$ cat config.mk
export PLATFORM = sky130hd
export DESIGN_NAME = wshb_arb2
export DESIGN_NICKNAME = d
export VERILOG_FILES = /design/src/rtl/wshb_arb2.sv
export SDC_FILE = /design/constraint.sdc
export NUM_CORES = 1
export LEC_CHECK = 0
export BUFFER_PORTS_ARGS = -buffer_cell sky130_fd_sc_hd__buf_2
export CAP_MARGIN = 10
export CORE_AREA = 2 2 83 85
export DETAILED_ROUTE_END_ITERATION = 10
export DIE_AREA = 0 0 85 87
export GPL_TIMING_DRIVEN = 0
export PLACE_DENSITY = 0.65
export SYNTH_ARGS = -nofsm -noshare
export SYNTH_HDL_FRONTEND = slang
export SYNTH_SLANG_ARGS = --single-unit
$ cat constraint.sdc
create_clock -name clk -period 2.4 [get_ports clk]
set_clock_uncertainty 0.2 [all_clocks]
set_input_delay 0 -clock clk [delete_from_list [all_inputs] [get_ports clk]]
set_output_delay 0 -clock clk [all_outputs]
set_load 0.01 [all_outputs]
$ cat src/rtl/wshb_arb2.sv
// Two-master round-robin Wishbone arbiter. The grant changes only when the owner drops cyc.
// Optional arbitration statistics are enabled with `define WSHB_ARB_STATS_EN.
module wshb_arb2 #(
  parameter int ADDR_W = 32,
  parameter int DATA_W = 16,
  localparam int SEL_W = DATA_W / 8
) (
  input  logic              clk,
  input  logic              rst,
  input  logic              m0_cyc,
  input  logic              m0_stb,
  input  logic              m0_we,
  input  logic [ADDR_W-1:0] m0_adr,
  input  logic [SEL_W-1:0]  m0_sel,
  input  logic [DATA_W-1:0] m0_dat_ms,
  output logic [DATA_W-1:0] m0_dat_sm,
  output logic              m0_ack,
  output logic              m0_rty,
  input  logic              m1_cyc,
  input  logic              m1_stb,
  input  logic              m1_we,
  input  logic [ADDR_W-1:0] m1_adr,
  input  logic [SEL_W-1:0]  m1_sel,
  input  logic [DATA_W-1:0] m1_dat_ms,
  output logic [DATA_W-1:0] m1_dat_sm,
  output logic              m1_ack,
  output logic              m1_rty,
  output logic              s_cyc,
  output logic              s_stb,
  output logic              s_we,
  output logic [ADDR_W-1:0] s_adr,
  output logic [SEL_W-1:0]  s_sel,
  output logic [DATA_W-1:0] s_dat_ms,
  input  logic [DATA_W-1:0] s_dat_sm,
  input  logic              s_ack,
  input  logic              s_rty
`ifdef WSHB_ARB_STATS_EN
  ,
  input  logic              stats_clr,
  output logic [31:0]       gnt_cnt0,
  output logic [31:0]       gnt_cnt1,
  output logic [31:0]       wait_cnt0,
  output logic [31:0]       wait_cnt1
`endif
);

  typedef enum logic [1:0] {IDLE, GNT0, GNT1} state_t;

  state_t r_state;
  state_t w_nextState;
  logic   r_last;

  always_ff @(posedge clk) begin
    if (rst) begin
      r_state <= IDLE;
      r_last  <= 1'b1;
    end else begin
      r_state <= w_nextState;
      if (w_nextState == GNT0 && r_state != GNT0) r_last <= 1'b0;
      if (w_nextState == GNT1 && r_state != GNT1) r_last <= 1'b1;
    end
  end

  // The owner keeps the bus until it drops cyc; on a tie the master not granted last wins.
  always_comb begin
    w_nextState = r_state;
    case (r_state)
      IDLE: begin
        if (m0_cyc && m1_cyc) w_nextState = r_last ? GNT0 : GNT1;
        else if (m0_cyc)      w_nextState = GNT0;
        else if (m1_cyc)      w_nextState = GNT1;
        else                  w_nextState = IDLE;
      end
      GNT0:    if (!m0_cyc) w_nextState = m1_cyc ? GNT1 : IDLE;
      GNT1:    if (!m1_cyc) w_nextState = m0_cyc ? GNT0 : IDLE;
      default: w_nextState = IDLE;
    endcase
  end

  always_comb begin
    s_cyc    = 1'b0;
    s_stb    = 1'b0;
    s_we     = 1'b0;
    s_adr    = '0;
    s_sel    = '0;
    s_dat_ms = '0;
    case (r_state)
      GNT0: begin
        s_cyc    = m0_cyc;
        s_stb    = m0_stb;
        s_we     = m0_we;
        s_adr    = m0_adr;
        s_sel    = m0_sel;
        s_dat_ms = m0_dat_ms;
      end
      GNT1: begin
        s_cyc    = m1_cyc;
        s_stb    = m1_stb;
        s_we     = m1_we;
        s_adr    = m1_adr;
        s_sel    = m1_sel;
        s_dat_ms = m1_dat_ms;
      end
      default: ;
    endcase
  end

  // Read data is shared; only ack/rty are steered, so responses in IDLE are dropped.
  assign m0_ack    = s_ack & (r_state == GNT0);
  assign m1_ack    = s_ack & (r_state == GNT1);
  assign m0_rty    = s_rty & (r_state == GNT0);
  assign m1_rty    = s_rty & (r_state == GNT1);
  assign m0_dat_sm = s_dat_sm;
  assign m1_dat_sm = s_dat_sm;

`ifdef WSHB_ARB_STATS_EN
  logic [31:0] r_gntCnt0;
  logic [31:0] r_gntCnt1;
  logic [31:0] r_waitCnt0;
  logic [31:0] r_waitCnt1;

  // Saturating counters; a clear wins over any increment in the same cycle.
  always_ff @(posedge clk) begin
    if (rst || stats_clr) begin
      r_gntCnt0  <= '0;
      r_gntCnt1  <= '0;
      r_waitCnt0 <= '0;
      r_waitCnt1 <= '0;
    end else begin
      if (w_nextState == GNT0 && r_state != GNT0 && r_gntCnt0 != '1)
        r_gntCnt0 <= r_gntCnt0 + 32'd1;
      if (w_nextState == GNT1 && r_state != GNT1 && r_gntCnt1 != '1)
        r_gntCnt1 <= r_gntCnt1 + 32'd1;
      if (m0_cyc && r_state != GNT0 && r_waitCnt0 != '1)
        r_waitCnt0 <= r_waitCnt0 + 32'd1;
      if (m1_cyc && r_state != GNT1 && r_waitCnt1 != '1)
        r_waitCnt1 <= r_waitCnt1 + 32'd1;
    end
  end

  assign gnt_cnt0  = r_gntCnt0;
  assign gnt_cnt1  = r_gntCnt1;
  assign wait_cnt0 = r_waitCnt0;
  assign wait_cnt1 = r_waitCnt1;
`endif

endmodule

==> run summary <==
LEAKAGE: 0.001444 uW
FF+latch count, synth: 3
Vias in the first global route: 1992
CTS Buf Count: 3
Worst setup startpoint: r_state[0]$_SDFF_PP0_
Die H: 87 um
# IOs: 215
CP dominant cell by count: buf_2
CTS Sinks: 3
Critical Path AT: 1.89 ns
Initial Utilization: 0.2082
CP max stage delay: 0.37 ns
Fmax: 0.4791 GHz
NumNets Final: 544
Pin count of the biggest net entering global routing: 11
Detailed placer's ending HPWL: 4997 um
Dominant cell type by area after synthesis: a22oi_1
Register Area: 60.06 um^2
CTS clk-pin slew, worst paths: 0.03 ns
Post-route clock period utilization: 0.8697
Crit. End Element: output port
Min Tclk post-route: 2.087 ns
Max VDD drop: 0.2827 mV
# diodes: 0
Reg-to-reg slack, setup: 0.49 ns
WHS: 0.03242 ns
Startpoint Class: register
Vias: 2200
Clock tree buffer depth: 2
Crit path buffers/inverters: 4
CTS tree: yes
CP delay by family, top: buffers and inverters
Max Cap Viol: 0
GRT Total Usage: 0.1435
RSZ-0062 raised after global routing: no
Vias/cell: 4.472
CP max FO: 10
Top cells by count, synth: nor2b_1 (53), a22oi_1 (52), buf_4 (32)
Hold Path Class: input port to register
Max-slew violations: 0
Total core area: 0.006569 mm^2
P&R area growth vs syn: 96.25%
Syn nets: 323
Cell count after synthesis: 192
Top cells by area, synth: a22oi_1 (29%), nor2b_1 (24%), buf_4 (18%), ha_1 (4.6%), dfxtp_1 (4.4%)
Fillers: 686
Crit Path Category: register to output port
Root buffer cell: clkbuf_8
# port buffers: 198
Post-synth top area share: 0.2855
FP Rows: 30
Distinct cells, synth: 25
Seq/Total Area, Yosys: 0.04392
Reg2reg start: r_state[1]$_SDFF_PP0_
Ys flop type: dfxtp_1
Start point of the worst hold path: m1_cyc
DIE AREA: 0.007395 mm^2
Gp weighted congestion: 0.7590
Post_cts resized: 0
Cell Area, Synth: 0.001368 mm^2
Final count of hold timing violations: 0
Area of the multi-input gates: 985.9 um^2
Worst slew pin tran: 0.4345 ns
Final ANT Viol Nets: 0
Status: completed
Leading cell type by number of instances after synthesis: nor2b_1
DRC viols: 0
Worst path slowest cell: buf_1
Final WL: 6130 um
Initial DRC Count: 45
FFs w/ async S/R, synth: 0
Number of enable flip-flop cells after synthesis: 0
Hold_buf cts: 18
Die X: 85 um
GR Overflow Total: 0
Post-CTS setup buffer count: 0
DR WL/cell: 12.46 um
Clk_lat worst skew: 0.21 ns
Worst-path cell chain: inv_1 -> ha_1 -> buf_2 -> buf_1 -> a22oi_1 -> nor2b_1 -> buf_2
Final setup fails: 0
P per Cell Area: 295.1 mW/mm^2
WP data required: 2.20 ns
Max_slew headroom: 0.7103
H-Tree Level Count: 1
Synthesis warning total: 0
Antenna violations before repair: 0
Drt pass-1 iters: 4
First-pass GRT wire length: 9073 um
Layout cells sized above 1: 0.5850
Setup TNS: 0 ns
Syn Area/Cell: 7.123 um^2
-- worst register-to-register path, cell delays in order (launching register included) --
cell       delay [ns]
dfxtp_1          0.41
inv_1            0.09
ha_1             0.21
nor2_1           0.24
a31oi_1          0.17
a2111oi_4        0.37
o21bai_1         0.10
-- state kept, by name, summed over array words and instances, names as in the netlist --
name / flops
r_state: 2
r_last: 1
-- kinds of logic after synthesis --
logic type | share of synthesized area
adder cells (fa/ha/maj) | 0.04575
buffers and inverters | 0.2351
AND/OR/NAND/NOR | 0.3111
flip-flops | 0.04392
multiplexers | 0.01830
AO/OA/AOI/OAI | 0.3458
-- report_power, final --
part / internal, uW / switching [uW]
Sequential: 56.6 / 7.94
Clock: 113 / 31.1
Combinational: 307 / 276
Total: 477 / 315
-- path summary, 6_finish.rpt --
path                                end  cells after the start
setup reg to reg    r_last$_SDFFE_PP1P_                      6
setup / recovery            s_dat_ms[5]                      7
hold reg to reg     r_last$_SDFFE_PP1P_                      2
hold / removal    r_state[0]$_SDFF_PP0_                      4
-- cell type report --
class                   count  share of cell area
repair buffers            216              0.4364
multi-input cells         137              0.3674
plain buffers              49              0.1156
well taps                  80             0.03730
flip-flops and latches      3             0.02238
clock buffers               4             0.01678
inverters                   3            0.004196
-- metrics by stage --
stage | setup slack, ns | power [uW] | utilization | area [um^2] | instances
global placement | 0.5222 | 617.6 | 0.3743 | 2459 | 470
CTS | 0.2861 | 801.2 | 0.4086 | 2684 | 492
floorplan | 0.6422 | 400.4 | - | 1368 | 192
finish | 0.3128 | 792.0 | 0.4086 | 2684 | 492
global route | 0.08337 | 865.7 | 0.4086 | 2684 | 492
detailed placement | 0.4935 | 625.0 | 0.3743 | 2459 | 470
-- cells in the final DEF (no fill, tap or decap), types with 2 or more instances in the layout --
cell           instances
and2_1                 5
clkbuf_8               3
clkbuf_1               9
nor2b_1               53
a31oi_1                2
a22oi_1               52
buf_2                203
inv_1                  3
nor2_1                 4
dfxtp_1                3
dlygate4sd3_1         18
ha_1                   5
buf_4                 32
nand2_1                4
buf_1                  4
-- routing by layer --
layer | share of wire | vias up | wire length (um) | global-route usage
li1 | - | 1095 | - | -
met1 | 0.38 | 982 | 2351 | 0.1754
met2 | 0.53 | 123 | 3234 | 0.2720
met3 | 0.089 | 0 | 544 | 0.02085
met4 | 0 | 0 | 0 | 0.01732
met5 | 0 | - | 0 | 0
Power figures use the tool's default switching activity.
